===== src/rtl/cross_bar_rtn.sv =====
// Return crossbar: four memory banks to three cache channels, with a round-robin arbiter and FIFO per channel.
// Optional macro CROSS_BAR_RTN_ERR_EN enables the sticky illegal-channel error flag.
module cross_bar_rtn #(
  parameter int RTN_FIFO_DEPTH = 2
) (
  input  logic         clk_i,
  input  logic         rst_i,
  input  logic         bank0_xbar_rtn_valid_i,
  input  logic         bank1_xbar_rtn_valid_i,
  input  logic         bank2_xbar_rtn_valid_i,
  input  logic         bank3_xbar_rtn_valid_i,
  output logic         bank0_xbar_rtn_ready_o,
  output logic         bank1_xbar_rtn_ready_o,
  output logic         bank2_xbar_rtn_ready_o,
  output logic         bank3_xbar_rtn_ready_o,
  input  logic [1:0]   bank0_xbar_rtn_ch_id_i,
  input  logic [1:0]   bank1_xbar_rtn_ch_id_i,
  input  logic [1:0]   bank2_xbar_rtn_ch_id_i,
  input  logic [1:0]   bank3_xbar_rtn_ch_id_i,
  input  logic [127:0] bank0_xbar_rtn_data_i,
  input  logic [127:0] bank1_xbar_rtn_data_i,
  input  logic [127:0] bank2_xbar_rtn_data_i,
  input  logic [127:0] bank3_xbar_rtn_data_i,
  output logic         mcash_ch0_rtn_valid_o,
  output logic         mcash_ch1_rtn_valid_o,
  output logic         mcash_ch2_rtn_valid_o,
  input  logic         mcash_ch0_rtn_ready_i,
  input  logic         mcash_ch1_rtn_ready_i,
  input  logic         mcash_ch2_rtn_ready_i,
  output logic [127:0] mcash_ch0_rtn_data_o,
  output logic [127:0] mcash_ch1_rtn_data_o,
  output logic [127:0] mcash_ch2_rtn_data_o,
  output logic         xbar_rtn_err_o
);
  localparam int DATA_W = 128;
  localparam int NB     = 4;
  localparam int NC     = 3;
  localparam int AW     = $clog2(RTN_FIFO_DEPTH);
  localparam int CW     = AW + 1;

  logic [NB-1:0]     b_vld;
  logic [1:0]        b_ch   [NB];
  logic [DATA_W-1:0] b_data [NB];
  logic [NB-1:0]     discard;
  logic [NB-1:0]     rdy;
  logic [NC-1:0]     gnt_vld;
  logic [1:0]        gnt_idx [NC];
  logic [NC-1:0]     vld_p1;
  logic [NC-1:0]     ch_rdy;
  logic [DATA_W-1:0] data_p1 [NC];

  assign b_vld     = {bank3_xbar_rtn_valid_i, bank2_xbar_rtn_valid_i,
                      bank1_xbar_rtn_valid_i, bank0_xbar_rtn_valid_i};
  assign b_ch[0]   = bank0_xbar_rtn_ch_id_i;
  assign b_ch[1]   = bank1_xbar_rtn_ch_id_i;
  assign b_ch[2]   = bank2_xbar_rtn_ch_id_i;
  assign b_ch[3]   = bank3_xbar_rtn_ch_id_i;
  assign b_data[0] = bank0_xbar_rtn_data_i;
  assign b_data[1] = bank1_xbar_rtn_data_i;
  assign b_data[2] = bank2_xbar_rtn_data_i;
  assign b_data[3] = bank3_xbar_rtn_data_i;
  assign ch_rdy    = {mcash_ch2_rtn_ready_i, mcash_ch1_rtn_ready_i, mcash_ch0_rtn_ready_i};

  // Returns {found, bank}; scanning downward so the lowest offset from ptr wins.
  function automatic logic [2:0] rr_pick(input logic [NB-1:0] req, input logic [1:0] ptr);
    logic [2:0] r;
    logic [1:0] idx;
    r = 3'b000;
    for (int k = NB - 1; k >= 0; k--) begin
      idx = ptr + 2'(k);
      if (req[idx]) r = {1'b1, idx};
    end
    return r;
  endfunction

  for (genvar n = 0; n < NB; n++) begin : g_bank
    assign discard[n] = !rst_i && b_vld[n] && (b_ch[n] == 2'd3);
  end

  for (genvar c = 0; c < NC; c++) begin : g_ch
    logic [NB-1:0]     req;
    logic [2:0]        pick;
    logic [1:0]        ptr;
    logic              deq;
    logic [DATA_W-1:0] mem_p1 [RTN_FIFO_DEPTH];
    logic [AW-1:0]     wr_p1;
    logic [AW-1:0]     rd_p1;
    logic [CW-1:0]     cnt_p1;

    for (genvar n = 0; n < NB; n++) begin : g_req
      assign req[n] = b_vld[n] && (b_ch[n] == 2'(c));
    end

    assign pick       = rr_pick(req, ptr);
    // Full check uses the registered count only: a same-cycle pop does not open a slot.
    assign gnt_vld[c] = pick[2] && !rst_i && (cnt_p1 != CW'(RTN_FIFO_DEPTH));
    assign gnt_idx[c] = pick[1:0];
    assign deq        = vld_p1[c] && ch_rdy[c];

    always_ff @(posedge clk_i) begin
      if (rst_i) begin
        ptr    <= 2'd0;
        wr_p1  <= '0;
        rd_p1  <= '0;
        cnt_p1 <= '0;
      end else begin
        if (gnt_vld[c]) begin
          ptr   <= gnt_idx[c] + 2'd1;
          wr_p1 <= wr_p1 + AW'(1);
        end
        if (deq) rd_p1 <= rd_p1 + AW'(1);
        if (gnt_vld[c] && !deq)      cnt_p1 <= cnt_p1 + CW'(1);
        else if (!gnt_vld[c] && deq) cnt_p1 <= cnt_p1 - CW'(1);
      end
    end

    // ---- stage p1: FIFO storage, read at head ----
    always_ff @(posedge clk_i) begin
      if (gnt_vld[c]) mem_p1[wr_p1] <= b_data[gnt_idx[c]];
    end

    assign vld_p1[c]  = !rst_i && (cnt_p1 != '0);
    assign data_p1[c] = vld_p1[c] ? mem_p1[rd_p1] : '0;
  end

  always_comb begin
    rdy = discard;
    for (int c = 0; c < NC; c++) begin
      if (gnt_vld[c]) rdy[gnt_idx[c]] = 1'b1;
    end
  end

  assign bank0_xbar_rtn_ready_o = rdy[0];
  assign bank1_xbar_rtn_ready_o = rdy[1];
  assign bank2_xbar_rtn_ready_o = rdy[2];
  assign bank3_xbar_rtn_ready_o = rdy[3];
  assign mcash_ch0_rtn_valid_o  = vld_p1[0];
  assign mcash_ch1_rtn_valid_o  = vld_p1[1];
  assign mcash_ch2_rtn_valid_o  = vld_p1[2];
  assign mcash_ch0_rtn_data_o   = data_p1[0];
  assign mcash_ch1_rtn_data_o   = data_p1[1];
  assign mcash_ch2_rtn_data_o   = data_p1[2];

`ifdef CROSS_BAR_RTN_ERR_EN
  logic err;

  always_ff @(posedge clk_i) begin
    if (rst_i)         err <= 1'b0;
    else if (|discard) err <= 1'b1;
  end

  assign xbar_rtn_err_o = err;
`else
  assign xbar_rtn_err_o = 1'b0;
`endif
endmodule


===== config.mk =====
export PLATFORM = sky130hd
export DESIGN_NAME = cross_bar_rtn
export DESIGN_NICKNAME = d
export VERILOG_FILES = /design/src/rtl/cross_bar_rtn.sv
export SDC_FILE = /design/constraint.sdc
export NUM_CORES = 1
export LEC_CHECK = 0
export ABC_AREA = 0
export CAP_MARGIN = 30
export CELL_PAD_IN_SITES_DETAIL_PLACEMENT = 1
export CELL_PAD_IN_SITES_GLOBAL_PLACEMENT = 1
export CORE_MARGIN = 2
export CORE_UTILIZATION = 30
export DETAILED_ROUTE_END_ITERATION = 12
export PLACE_DENSITY_LB_ADDON = 0.1
export SETUP_SLACK_MARGIN = 0.5
export SKIP_LAST_GASP = 1
export SLEW_MARGIN = 20
export SYNTH_ARGS = -nofsm -noshare
export SYNTH_HDL_FRONTEND = slang
export SYNTH_SLANG_ARGS = --single-unit

===== constraint.sdc =====
create_clock -name clk_i -period 11.1 [get_ports clk_i]
set_input_delay 2.22 -clock clk_i [delete_from_list [all_inputs] [get_ports clk_i]]
set_output_delay 2.22 -clock clk_i [all_outputs]
set_load 0.02 [all_outputs]

==> Word-level counts from Yosys, hierarchy flattened <==
Memory sizes are Yosys's and may differ from the RTL's. A register that Yosys moved wholly into a read port is not among the register bits.
Cells that the tools add are included.
{ "op_classes": {"reduce_logical": 58, "n_eq_ne": 15, "n_addsub": 24, "n_bitwise": 6, "order_cmp": 21, "mux": 75} }
{ "op_table": {"columns": ["operator", "n"], "rows": [
  ["2-to-1 mux 128 bit", 9],
  ["binary-select mux 128 bit (select 2 bit)", 3],
  ["less-than comparator 2 x 3 -> 1 bit, second input constant", 15],
  ["logical AND 1 bit", 41],
  ["2-to-1 mux 3 bit", 12],
  ["2-to-1 mux 1 bit", 27],
  ["binary-select mux 1 bit (select 2 bit)", 12],
  ["adder 2 x 1 -> 2 bit, second input constant", 9],
  ["== test 2 bit, second input constant", 8],
  ["adder 2 bit, second input constant", 6],
  ["2-to-1 mux 2 bit", 6],
  ["2-to-1 mux 4 bit", 3],
  ["bitwise OR 4 bit", 3],
  ["nonzero test 2 bit", 6],
  ["greater-or-equal comparator 3 bit, second input constant", 3],
  ["inverter 2 -> 3 bit", 3],
  ["== test 2 x 1 -> 1 bit, second input constant", 4],
  ["zero test 2 bit", 4],
  ["zero test 1 bit", 7],
  ["adder 1 bit, second input constant", 6],
  ["demux 1 bit (select 2 bit)", 3],
  ["greater-or-equal comparator 2 x 1 -> 1 bit, second input constant", 3],
  ["inequality test 2 bit, second input constant", 3],
  ["subtractor 2 x 1 -> 2 bit, second input constant", 3]
]} }
{ "totals": {"input_bits": 529, "ram_bits": 768, "reg_bits": 18, "memories": 3, "elab_cells": 214} }
{ "mem_list": {"columns": ["memory", "words", "width", "read_ports", "rd_clocked_by_memory_dff", "write_ports", "line_no", "source"], "rows": [
  ["g_ch[0].mem_p1", 2, 128, 1, 1, 1, "85", "logic [DATA_W-1:0] mem_p1 [RTN_FIFO_DEPTH];"],
  ["g_ch[1].mem_p1", 2, 128, 1, 1, 1, "85", null],
  ["g_ch[2].mem_p1", 2, 128, 1, 1, 1, "85", null]
]} }

==> Depth between registers and ports, before layout <==
Gate-level depths: netlist of run 1.
{ "logic_depth": {"depth_word": 18, "depth_mapped": 10, "mapped_depth_nobuf": 8} }

==> Least setup slack after synthesis of run 1 <==
Ideal clock, no wire load.
{ "synth_timing": {"path_type": "input-to-reg", "startpoint": "in bank1_xbar_rtn_ch_id_i[0]", "endpoint": "mem g_ch[2].mem_p1[0][0], enable pin", "slack_ns": 1.631, "stages": 5, "required_ns": 10.468, "t_arrival_ns": 8.837, "setup_ns": 0.632, "path_cell_list": "and3b_1 nor2_1 a311oi_1 clkbuf_1 nor2b_1"} }
{ "synth_between": {"elab_chain_cells": 12} }
{ "synth_lines": {"columns": ["item", "line_no", "source"], "rows": [
  ["from (decl)", "17", "input logic [1:0] bank1_xbar_rtn_ch_id_i,"],
  ["== test 2 bit *", "91", "assign req[n] = b_vld[n] && (b_ch[n] == 2'(c));"],
  ["logical AND 1 bit *", "91", null],
  ["binary-select mux 1 bit (select 2 bit)", "71", "if (req[idx]) r = {1'b1, idx};"],
  ["2-to-1 mux 1 bit (implied by the code)", "71", null],
  ["2-to-1 mux 3 bit (3 in a row)", "71", null],
  ["2-to-1 mux 3 bit *", "71", null],
  ["logical AND 1 bit * (2 in a row)", "96", "assign gnt_vld[c] = pick[2] && !rst_i && (cnt_p1 != CW'(RTN_FIFO_DEPTH));"],
  ["2-to-1 mux 1 bit *", "119", "if (gnt_vld[c]) mem_p1[wr_p1] <= b_data[gnt_idx[c]];"],
  ["2-to-1 mux 1 bit (implied by the code) *", "119", null],
  ["to (decl)", "85", null]
]} }
Mark *: on every way between the ends. The rest lies on a longest branch, timed or not. The select of a mux whose other input is x is not followed.

==> Worst setup path after layout of run 1 <==
{ "layout_timing": {"startpoint": "in bank0_xbar_rtn_ch_id_i[1]", "endpoint": "out bank0_xbar_rtn_ready_o"} }
{ "layout_between": {"elab_chain_cells": 18} }
{ "layout_lines": {"columns": ["item", "line_no", "source"], "rows": [
  ["from (decl)", "16", "input logic [1:0] bank0_xbar_rtn_ch_id_i,"],
  ["zero test 2 bit", "91", null],
  ["logical AND 1 bit", "91", null],
  ["binary-select mux 1 bit (select 2 bit)", "71", null],
  ["2-to-1 mux 1 bit (implied by the code)", "71", null],
  ["2-to-1 mux 3 bit (4 in a row)", "71", null],
  ["less-than comparator 2 x 3 -> 1 bit (implied by the code) or greater-or-equal comparator 2 x 1 -> 1 bit (tied branches)", "129", "if (gnt_vld[c]) rdy[gnt_idx[c]] = 1'b1;"],
  ["logical AND 1 bit (implied by the code)", "129", null],
  ["2-to-1 mux 1 bit (implied by the code)", "129", null],
  ["demux 1 bit (select 2 bit)", "129", null],
  ["bitwise OR 4 bit (no line)", null, null],
  ["2-to-1 mux 4 bit", "129", null],
  ["bitwise OR 4 bit (no line)", null, null],
  ["2-to-1 mux 4 bit", "129", null],
  ["bitwise OR 4 bit (no line)", null, null],
  ["2-to-1 mux 4 bit *", "129", null],
  ["to (decl)", "12", "output logic bank0_xbar_rtn_ready_o,"]
]} }
Marks and branches as above.

==> flow_metrics.tcl, run 1 <==
set metrics [dict create \
    yosys.area_share.simple 0.0930 \
    fillers 14800 \
    clock-root-buffer "sky130_fd_sc_hd__clkbuf_16" \
    cell_int_power_mw 6.44 \
    most_used_cells_in_the_layout_excluding_fill_and_tap_cells "919 x sky130_fd_sc_hd__clkdlybuf4s50_1, 768 x sky130_fd_sc_hd__mux2i_1, 768 x sky130_fd_sc_hd__edfxtp_1, 522 x sky130_fd_sc_hd__nand2_1, 516 x sky130_fd_sc_hd__a21oi_1" \
    clock_network_latency_to_the_later_pin_of_the_worst_skew_pair_ns 0.70 \
    routabilityCongestion 0.830 \
    switching_share 0.315 \
    drtIter0Drc 2338 \
    worstSetupPathType "input pin to primary output" \
    worst_clock_skew_ns 0.0209 \
    drive_gt1_frac 0.0555 \
    iteration_count_of_the_initial_detailed_routing_pass 5 \
    pwr-share-comb 0.264 \
    status "finished, final reports clean" \
    setup.worst_path.end_class "primary output" \
    globalRouteOverflowTotal 0 \
    place_inst 6151 \
    ys_seq_area_frac 0.564 \
    report.final.hold_viol_count 0 \
    mean_cell_area_of_the_mapped_netlist_um2 11.3 \
    number_of_cells_upsized_or_downsized_after_cts 0 \
    ctsHoldBuffers 0 \
    post-synth-top-area-fraction 0.554 \
    max_slew_headroom_at_the_worst_pin 0.263 \
    antenna_found_initial 56 \
    core-area_um2 138000 \
    placement.io_buffers 919 \
    timing.fmax_mhz 123 \
    power.clock.fraction 0.348 \
    synth.area.top_cells "sky130_fd_sc_hd__edfxtp_1 55%, sky130_fd_sc_hd__mux2i_1 18%, sky130_fd_sc_hd__a21oi_1 6.2%, sky130_fd_sc_hd__nand2_1 4.7%, sky130_fd_sc_hd__a22oi_1 4.6%" \
    detail_route.wirelength_um 188000 \
    power-per-cell-area_nw_per_um2 168 \
    synth_nets 4216 \
    rows 136 \
    die_width_um 377 \
    synth.cell_area_um2 41700 \
    area.growth.synth_to_final_pct 34.0 \
    tritoncts_clock_tree "yes" \
    post_layout_nonfiller_instances 6360 \
    grt_util_all_layers 0.257 \
    ir_drop_mv 0.113 \
    worst_slew_pin_slew_ns 1.11 \
    fin_crit_sh 0.732 \
    synth.largest_area_cell "sky130_fd_sc_hd__edfxtp_1" \
    via_count 34100 \
    synthMuxAreaShare 0.185 \
    cap_violations 0 \
    num_cts_buffers 98 \
    grt_pass1_wl_um 263000 \
    io_pins 921 \
    synth_xor_area_frac 0.00273 \
    timing.final.crit_period_ns 8.12 \
    wire_per_inst_um 29.6 \
    post-route-drc-count 0 \
    yosys_warns 0 \
    timing.critical_path.from_type "input pin" \
    layout_commonest_cell "sky130_fd_sc_hd__clkdlybuf4s50_1" \
    grt_start_max_net_pins 141 \
    floorplan.initialDensity 0.303 \
    via_count_of_the_first_global_routing_pass 35100 \
    cts_setup_buffers 0 \
    design.final.nets 5001 \
    cp.required_ns 8.88 \
    p_leak_nw 18.5 \
    register_area_um2 23500 \
    estimated_wirelength_of_the_detail_placed_design_um 129000 \
    cts_htree_levels 3 \
    power.switching_mw 2.96 \
    unrepaired_setup_endpoints_after_global_routing "no" \
    synth-seq-cells 789 \
    critical_path_peak_fanout 121 \
    routed_via_density 5.36 \
    timing.hold.worst.class "flip-flop to flip-flop" \
    synth_adder_area_share 0.00330 \
    timing.final.max_slew_violations 0 \
    cts.sinks 789 \
    synthesis.instances 3676 \
    clock_tree_buf_depth 3 \
    detail-route-antenna-nets 0 \
    dominant_combinational_cell_family_by_area_after_synthesis "multiplexers" \
    power_frac_seq 0.388 \
    final_setup_violation_count 0 \
    number_of_different_library_cells_in_the_post_synthesis_netlist 54 \
    path_clk_slew_ns 0.06 \
    compound_cell_area_share_of_the_yosys_netlist 0.115 \
    total_area_of_multi_input_combinational_cells_um2 16700 \
    setup_total_negative_slack_ns 0 \
    design.die.area_um2 142000 \
    fp.dieH_um 377 \
    cp.arrival_ns 5.90 \
]
[sequential cells by signal (all words and copies together), names as in the netlist, named ones only]
signal and flops:
g_ch.cnt_p1 6, g_ch.ptr 6, g_ch.mem_p1 768, g_ch.wr_p1 3
g_ch.rd_p1 3
[per-layer routing]
layer  up-vias  GRT usage  wire length, um
met3       265     0.0630            12700
met4        58     0.0888             5610
li1      15200          -                -
met5         -          0              357
met2      1120      0.438            92200
met1     17400      0.315            77400
[cells by family after synthesis]
| group | after synthesis |
|---|---|
| flip-flops | 789 |
| adder cells (fa/ha/maj) | 11 |
| AO/OA/AOI/OAI | 805 |
| multiplexers | 768 |
| buffers and inverters | 313 |
| other | 1 |
| AND/OR/NAND/NOR | 976 |
| XOR/XNOR | 13 |
[Yosys cell counts (all sizes together)]
| cell | count |
|---|---|
| xor2 | 10 |
| o211ai | 2 |
| nand3b | 6 |
| o221a | 4 |
| o22ai | 1 |
| o31ai | 2 |
| or3b | 3 |
| a211oi | 4 |
| nor3b | 3 |
| nor2 | 407 |
| a2111oi | 1 |
| nor4bb | 1 |
| and3 | 2 |
| nand2b | 1 |
| a311oi | 3 |
| or3 | 3 |
| mux2i | 768 |
| or4b | 1 |
| ha | 11 |
| clkbuf | 193 |
| and4b | 6 |
| nor3 | 1 |
| conb | 1 |
| nor2b | 7 |
| and3b | 4 |
| or2 | 5 |
| dfxtp | 21 |
| and2 | 3 |
| o221ai | 1 |
| o21a | 2 |
| o21ai | 9 |
| a221oi | 4 |
| edfxtp | 768 |
| a21oi | 516 |
| nand2 | 522 |
| xnor2 | 3 |
| buf | 110 |
| and4bb | 1 |
| inv | 10 |
| a22oi | 256 |
[worst max-delay path: stages]
cell,delay (ns)
sky130_fd_sc_hd__clkdlybuf4s50_1,0.67
sky130_fd_sc_hd__and4b_1,0.24
sky130_fd_sc_hd__o211ai_1,0.16
sky130_fd_sc_hd__and3_4,0.76
sky130_fd_sc_hd__inv_8,0.43
sky130_fd_sc_hd__ha_1,0.37
sky130_fd_sc_hd__a221oi_1,0.25
sky130_fd_sc_hd__o21ai_1,0.15
sky130_fd_sc_hd__clkdlybuf4s50_1,0.59
[power groups by stage]
stage	Clock [mW]	Combinational, mW	Sequential, mW
floorplan	0	1.29	3.70
global placement	0	2.45	3.71
detailed placement	0	2.49	3.71
CTS	3.34	2.50	3.65
global route	3.45	2.64	3.67
finish	3.27	2.48	3.65
[area by class of cell]
cell class,count,share of cell area
Antenna cell,23,0.00103
Tap cell,1794,0.0402
Inverter,10,0.00126
Multi-Input combinational cell,2574,0.299
Clock buffer,119,0.0466
Timing Repair Buffer,988,0.180
Clock inverter,63,0.0113
Sequential cell,789,0.421
[final timing paths]
path	end	from	slack [ns]	cells after the start
hold / removal	g_ch[1].cnt_p1[1]$_SDFFE_PP0P_	g_ch[1].cnt_p1[1]$_SDFFE_PP0P_	0.50	2
hold reg to reg	g_ch[1].cnt_p1[1]$_SDFFE_PP0P_	g_ch[1].cnt_p1[1]$_SDFFE_PP0P_	0.50	2
setup / recovery	bank0_xbar_rtn_ready_o	bank0_xbar_rtn_ch_id_i[1]	2.98	9
setup reg to reg	g_ch[2].mem_p1[0][33]$_DFFE_PP_	g_ch[2].ptr[0]$_SDFFE_PP0N_	6.91	8
[through the flow]
stage,hold WS [ns],total power [mW],cell area [um^2],util,setup slack [ns]
final,0.505,9.40,55800,0.406,2.98
after global routing,0.529,9.76,55800,0.405,2.75
after CTS,0.507,9.49,55700,0.404,2.95
after detailed placement,0.493,6.21,52400,0.381,2.96
after global placement,0.488,6.16,52200,0.379,3.02
after floorplan,0.467,4.99,41700,-,1.63
(Power assumes the default switching activity.)
==> run 2, diff against run 1 <==
==> constraint.sdc (replaced) <==
create_clock -name clk_i -period 7.9 [get_ports clk_i]
set_input_delay 1.58 -clock clk_i [delete_from_list [all_inputs] [get_ports clk_i]]
set_output_delay 1.58 -clock clk_i [all_outputs]
set_load 0.02 [all_outputs]
==> flow_metrics.tcl, run 2 (same netlist as run 1, synthesis figures left out) <==
set metrics [dict create \
    drive_gt1_frac 0.0527 \
    layout_commonest_cell "sky130_fd_sc_hd__clkdlybuf4s50_1" \
    unrepaired_setup_endpoints_after_global_routing "no" \
    power.clock.fraction 0.346 \
    timing.hold.worst.class "flip-flop to flip-flop" \
    placement.io_buffers 919 \
    design.final.nets 4994 \
    worstPathBufferInverterCount 3 \
    power.switching_mw 4.11 \
    routed_via_density 5.33 \
    clock_tree_buf_depth 3 \
    report.power.total_mw 13.1 \
    iteration_count_of_the_initial_detailed_routing_pass 5 \
    cts.sinks 789 \
    top_regs "g_ch.mem_p1 x768, g_ch.cnt_p1 x6, g_ch.ptr x6" \
    most_used_cells_in_the_layout_excluding_fill_and_tap_cells "919 x sky130_fd_sc_hd__clkdlybuf4s50_1, 768 x sky130_fd_sc_hd__mux2i_1, 768 x sky130_fd_sc_hd__edfxtp_1, 522 x sky130_fd_sc_hd__nand2_1, 516 x sky130_fd_sc_hd__a21oi_1" \
    postLayoutCellArea_um2 55700 \
    setup.worst_path.end_class "primary output" \
    cts_setup_buffers 0 \
    largest-register "g_ch.mem_p1" \
    switching_share 0.312 \
    critical_path_peak_fanout 71 \
    crit_chain "clkdlybuf4s50_1, and4b_1, o211ai_1, and3_4, inv_8, ha_1, a221oi_1, o21ai_1, clkdlybuf4s50_1" \
    fillers 14900 \
    worstHoldPathCells 2 \
    r2r_cells 7 \
    core-area_um2 138000 \
    cts_htree_levels 3 \
    critPathSlowestCell "sky130_fd_sc_hd__clkdlybuf4s50_1" \
    tritoncts_clock_tree "yes" \
    via_count_of_the_first_global_routing_pass 35000 \
    p_leak_nw 18.4 \
    power_frac_seq 0.389 \
    detail_route.wirelength_um 188000 \
    grt_start_max_net_pins 145 \
    globalRouteOverflowTotal 0 \
    design.die.area_um2 142000 \
    power-per-cell-area_nw_per_um2 236 \
    num_cts_buffers 98 \
    cell_int_power_mw 9.03 \
    worst_clock_skew_ns 0.0198 \
    detail-route-antenna-nets 0 \
    ir_drop_mv 0.146 \
    timing.final.max_slew_violations 0 \
    critical-path-top-cell-by-count "sky130_fd_sc_hd__clkdlybuf4s50_1" \
    placedInstanceArea_um2 52400 \
    critical_path_cell_count 9 \
    path_clk_slew_ns 0.06 \
    setup_total_negative_slack_ns 0 \
    max_slew_headroom_at_the_worst_pin 0.230 \
    ctsHoldBuffers 0 \
    clock-root-buffer "sky130_fd_sc_hd__clkbuf_16" \
    pwr-share-comb 0.265 \
    fin_crit_sh 0.820 \
    worst_slew_pin_slew_ns 1.16 \
    cp.required_ns 6.32 \
    grt_util_all_layers 0.257 \
    timing.final.crit_period_ns 6.48 \
    timing.fmax_mhz 154 \
    report.final.hold_viol_count 0 \
    antenna_found_initial 57 \
    routabilityCongestion 0.838 \
    fp.dieH_um 377 \
    worstSetupPathType "input pin to primary output" \
    via_count 33900 \
    floorplan.initialDensity 0.303 \
    largest_register_ff_count 768 \
    cap_violations 0 \
    io_pins 921 \
    cp.arrival_ns 4.90 \
    rows 136 \
    status "finished, final reports clean" \
    hold_slack_ns 0.501 \
    area.growth.synth_to_final_pct 33.7 \
    grt_pass1_wl_um 263000 \
    timing.critical_path.from_type "input pin" \
    critical-path-top-delay-family "buffers and inverters" \
    drtIter0Drc 2383 \
    post-route-drc-count 0 \
    die_width_um 377 \
    number_of_cells_upsized_or_downsized_after_cts 0 \
    worst_path_largest_cell_delay_ns 0.66 \
    final_setup_violation_count 0 \
    estimated_wirelength_of_the_detail_placed_design_um 126000 \
    clock_network_latency_to_the_later_pin_of_the_worst_skew_pair_ns 0.70 \
    wire_per_inst_um 29.6 \
]
==> run 2: stage by stage <==
step,util,std cells,setup WS [ns]
after floorplan,-,3676,1.54
after global placement,0.380,6145,1.45
after detailed placement,0.381,6147,1.43
after CTS,0.404,6329,1.44
after global routing,0.404,6348,1.22
final,0.404,6353,1.42
==> run 2: cell type report <==
cell class	count	area (um^2)	share of cell area
timing repair buffer	981	9920	0.178
tap	1794	2240	0.0403
antenna	23	57.6	0.00103
sequential	789	23500	0.422
clock buffer	120	2640	0.0474
inverter	10	70.1	0.00126
multi-input combinational	2574	16700	0.300
clock inverter	62	569	0.0102
==> run 2: worst reg2reg max path: cells and delay by family, from the launching register on <==
family	cells	cell delay [ns]
simple gates	2	0.46
compound gates	3	1.38
buf+inv	2	0.98
flops	1	0.45
==> run 2: power by group through the flow <==
stage	clock, mW	sequential (mW)	combinational (mW)
after global placement	0	5.19	3.47
final	4.55	5.11	3.48
after detailed placement	0	5.20	3.51
after floorplan	0	5.18	1.81
after CTS	4.65	5.11	3.53
after global routing	4.80	5.14	3.69
==> run 2: worst paths after layout <==
path | startpoint | to | slack (ns)
max reg2reg | g_ch[2].ptr[0]$_SDFFE_PP0N_ | g_ch[2].mem_p1[1][28]$_DFFE_PP_ | 4.30
max | bank0_xbar_rtn_ch_id_i[1] | bank0_xbar_rtn_ready_o | 1.42
min | g_ch[0].rd_p1$_SDFFE_PP0P_ | flip-flop | 0.50
min reg2reg | g_ch[0].rd_p1$_SDFFE_PP0P_ | flip-flop | 0.50
==> run 2: per-layer routing <==
metal | global-route usage | share of wire
met1 | 0.312 | 0.41
met2 | 0.446 | 0.50
met5 | 0 | 0.0020
met3 | 0.0544 | 0.059
met4 | 0.0922 | 0.031
==> run 3, diff against run 2 <==
==> constraint.sdc (replaced) <==
create_clock -name clk_i -period 5.7 [get_ports clk_i]
set_input_delay 1.14 -clock clk_i [delete_from_list [all_inputs] [get_ports clk_i]]
set_output_delay 1.14 -clock clk_i [all_outputs]
set_load 0.02 [all_outputs]
==> flow_metrics.tcl, run 3 (same netlist as run 1, synthesis figures left out) <==
set metrics [dict create \
    detail_route.wirelength_um 190000 \
    num_cts_buffers 97 \
    area.growth.synth_to_final_pct 34.5 \
    most_used_cells_in_the_layout_excluding_fill_and_tap_cells "919 x sky130_fd_sc_hd__clkdlybuf4s50_1, 768 x sky130_fd_sc_hd__mux2i_1, 768 x sky130_fd_sc_hd__edfxtp_1, 522 x sky130_fd_sc_hd__nand2_1, 516 x sky130_fd_sc_hd__a21oi_1" \
    core-area_um2 138000 \
    routed_via_density 5.36 \
    min-delay-start "g_ch[2].cnt_p1[1]$_SDFFE_PP0P_" \
    die_width_um 377 \
    utilization 0.407 \
    power.clock.fraction 0.344 \
    clock-root-buffer "sky130_fd_sc_hd__clkbuf_16" \
    detail-route-antenna-nets 0 \
    ir_drop_mv 0.205 \
    power_frac_seq 0.389 \
    top_regs "g_ch.mem_p1 x768, g_ch.cnt_p1 x6, g_ch.ptr x6" \
    placement.io_buffers 919 \
    pwr-share-comb 0.268 \
    antenna_found_initial 56 \
    post-route-drc-count 0 \
    timing.critical_path.from_type "input pin" \
    worstReg2RegEnd "g_ch[0].mem_p1[0][63]$_DFFE_PP_" \
    design.final.nets 5019 \
    pre_cts_slack_ns 0.706 \
    switching_share 0.315 \
    clock_tree_buf_depth 3 \
    setup_total_negative_slack_ns 0 \
    power.switching_mw 5.74 \
    final_critical_path_setup_slack_ns 0.704 \
    fin_crit_sh 0.877 \
    number_of_cells_upsized_or_downsized_after_cts 0 \
    status "finished, final reports clean" \
    drive_gt1_frac 0.0566 \
    r2r_cells 6 \
    setup.worst_path.end_class "primary output" \
    floorplan.initialDensity 0.303 \
    cell_int_power_mw 12.5 \
    drtIter0Drc 2197 \
    worst_slew_pin_slew_ns 1.07 \
    design.die.area_um2 142000 \
    timing.final.crit_period_ns 5.00 \
    rows 136 \
    worstSetupPathType "input pin to primary output" \
    via_count 34200 \
    worst_clock_skew_ns 0.0445 \
    p_leak_nw 18.6 \
    cp.arrival_ns 3.86 \
    r2r_slack_ns 2.28 \
    power-per-cell-area_nw_per_um2 326 \
    io_pins 921 \
    wire_per_inst_um 29.7 \
    cts_setup_buffers 0 \
    critical_path_peak_fanout 19 \
    tritoncts_clock_tree "yes" \
    clock_network_latency_to_the_later_pin_of_the_worst_skew_pair_ns 0.71 \
    timing.fmax_mhz 200 \
    r2r-start "g_ch[0].ptr[1]$_SDFFE_PP0N_" \
    cts.sinks 789 \
    largest-register "g_ch.mem_p1" \
    hold_slack_ns 0.507 \
    cp-endpoint "bank3_xbar_rtn_ready_o" \
    cts_htree_levels 3 \
    via_count_of_the_first_global_routing_pass 35100 \
    fp.dieH_um 377 \
    grt_start_max_net_pins 141 \
    grt_util_met2 0.442 \
    worstSetupStartpoint "bank0_xbar_rtn_ch_id_i[0]" \
    grt.busiest_layer "met2" \
    grt_pass1_wl_um 265000 \
    estimated_wirelength_of_the_detail_placed_design_um 129000 \
    report.final.hold_viol_count 0 \
    globalRouteOverflowTotal 0 \
    routabilityCongestion 0.842 \
    cap_violations 0 \
    grt_util_all_layers 0.259 \
    report.power.total_mw 18.2 \
    timing.final.max_slew_violations 0 \
    max_slew_headroom_at_the_worst_pin 0.284 \
    largest_register_ff_count 768 \
    layout_commonest_cell "sky130_fd_sc_hd__clkdlybuf4s50_1" \
    cp.required_ns 4.56 \
    grtUsageMet3 0.0596 \
    path_clk_slew_ns 0.05 \
    iteration_count_of_the_initial_detailed_routing_pass 5 \
    global_route.usage.met1 0.318 \
    timing.hold.worst.class "flip-flop to flip-flop" \
    final_setup_violation_count 0 \
    unrepaired_setup_endpoints_after_global_routing "no" \
    ctsHoldBuffers 0 \
]
[run 3: cell count changes in the layout (fill, tap and decap cells not counted), moves of 2 or more]
cell                         change
sky130_fd_sc_hd__clkinv_8        +2
sky130_fd_sc_hd__diode_2         +4
sky130_fd_sc_hd__clkbuf_16       -3
sky130_fd_sc_hd__clkinv_4        -2
sky130_fd_sc_hd__buf_12         +14
sky130_fd_sc_hd__buf_4          +12
sky130_fd_sc_hd__clkinv_2        -4
sky130_fd_sc_hd__clkinvlp_4      -2
sky130_fd_sc_hd__clkbuf_1        +4
[run 3: worst min-delay path by stage]
| stage | to | depth (start not counted) |
|---|---|---|
| after floorplan | g_ch[0].cnt_p1[1]$_SDFFE_PP0P_ | 2 |
| after global placement | g_ch[2].rd_p1$_SDFFE_PP0P_ | 2 |
| after detailed placement | g_ch[2].rd_p1$_SDFFE_PP0P_ | 2 |
| after CTS | g_ch[2].rd_p1$_SDFFE_PP0P_ | 2 |
| after global routing | g_ch[1].rd_p1$_SDFFE_PP0P_ | 2 |
| final | g_ch[2].cnt_p1[1]$_SDFFE_PP0P_ | 2 |
[run 3: stage by stage]
step | cell area [um^2] | std cells
CTS | 55900 | 6353
finish | 56000 | 6381
floorplan | 41700 | 3676
global placement | 52700 | 6172
global route | 56000 | 6373
detailed placement | 52800 | 6173
[run 3: power by group through the flow]
| stage | clock network [mW] | logic [mW] | registers, mW |
|---|---|---|---|
| CTS | 6.39 | 4.95 | 7.10 |
| floorplan | 0 | 2.51 | 7.16 |
| global placement | 0 | 4.86 | 7.22 |
| finish | 6.27 | 4.88 | 7.09 |
| global route | 6.59 | 5.20 | 7.13 |
| detailed placement | 0 | 4.93 | 7.22 |
[run 3: critical path, cell delays in order]
cell	delay, ns
sky130_fd_sc_hd__clkdlybuf4s50_1	0.56
sky130_fd_sc_hd__nand3b_1	0.28
sky130_fd_sc_hd__o221a_1	0.29
sky130_fd_sc_hd__o21a_4	0.33
sky130_fd_sc_hd__ha_1	0.24
sky130_fd_sc_hd__a221oi_1	0.34
sky130_fd_sc_hd__o21ai_1	0.12
sky130_fd_sc_hd__clkdlybuf4s50_1	0.56
[run 3: metal layers]
metal,vias up,share of wire
met2,1065,0.49
li1,15200,-
met3,300,0.061
met5,-,0.0019
met4,56,0.035
met1,17600,0.41
[run 3: cell type report]
cell class                 instances  area, um^2
multi-input combinational       2574       16700
sequential                       789       23500
timing repair buffer            1007       10300
clock buffer                     122        2590
clock inverter                    58         583
fill                           14800       81600
tap                             1794        2240
inverter                          10        70.1
antenna                           27        67.6
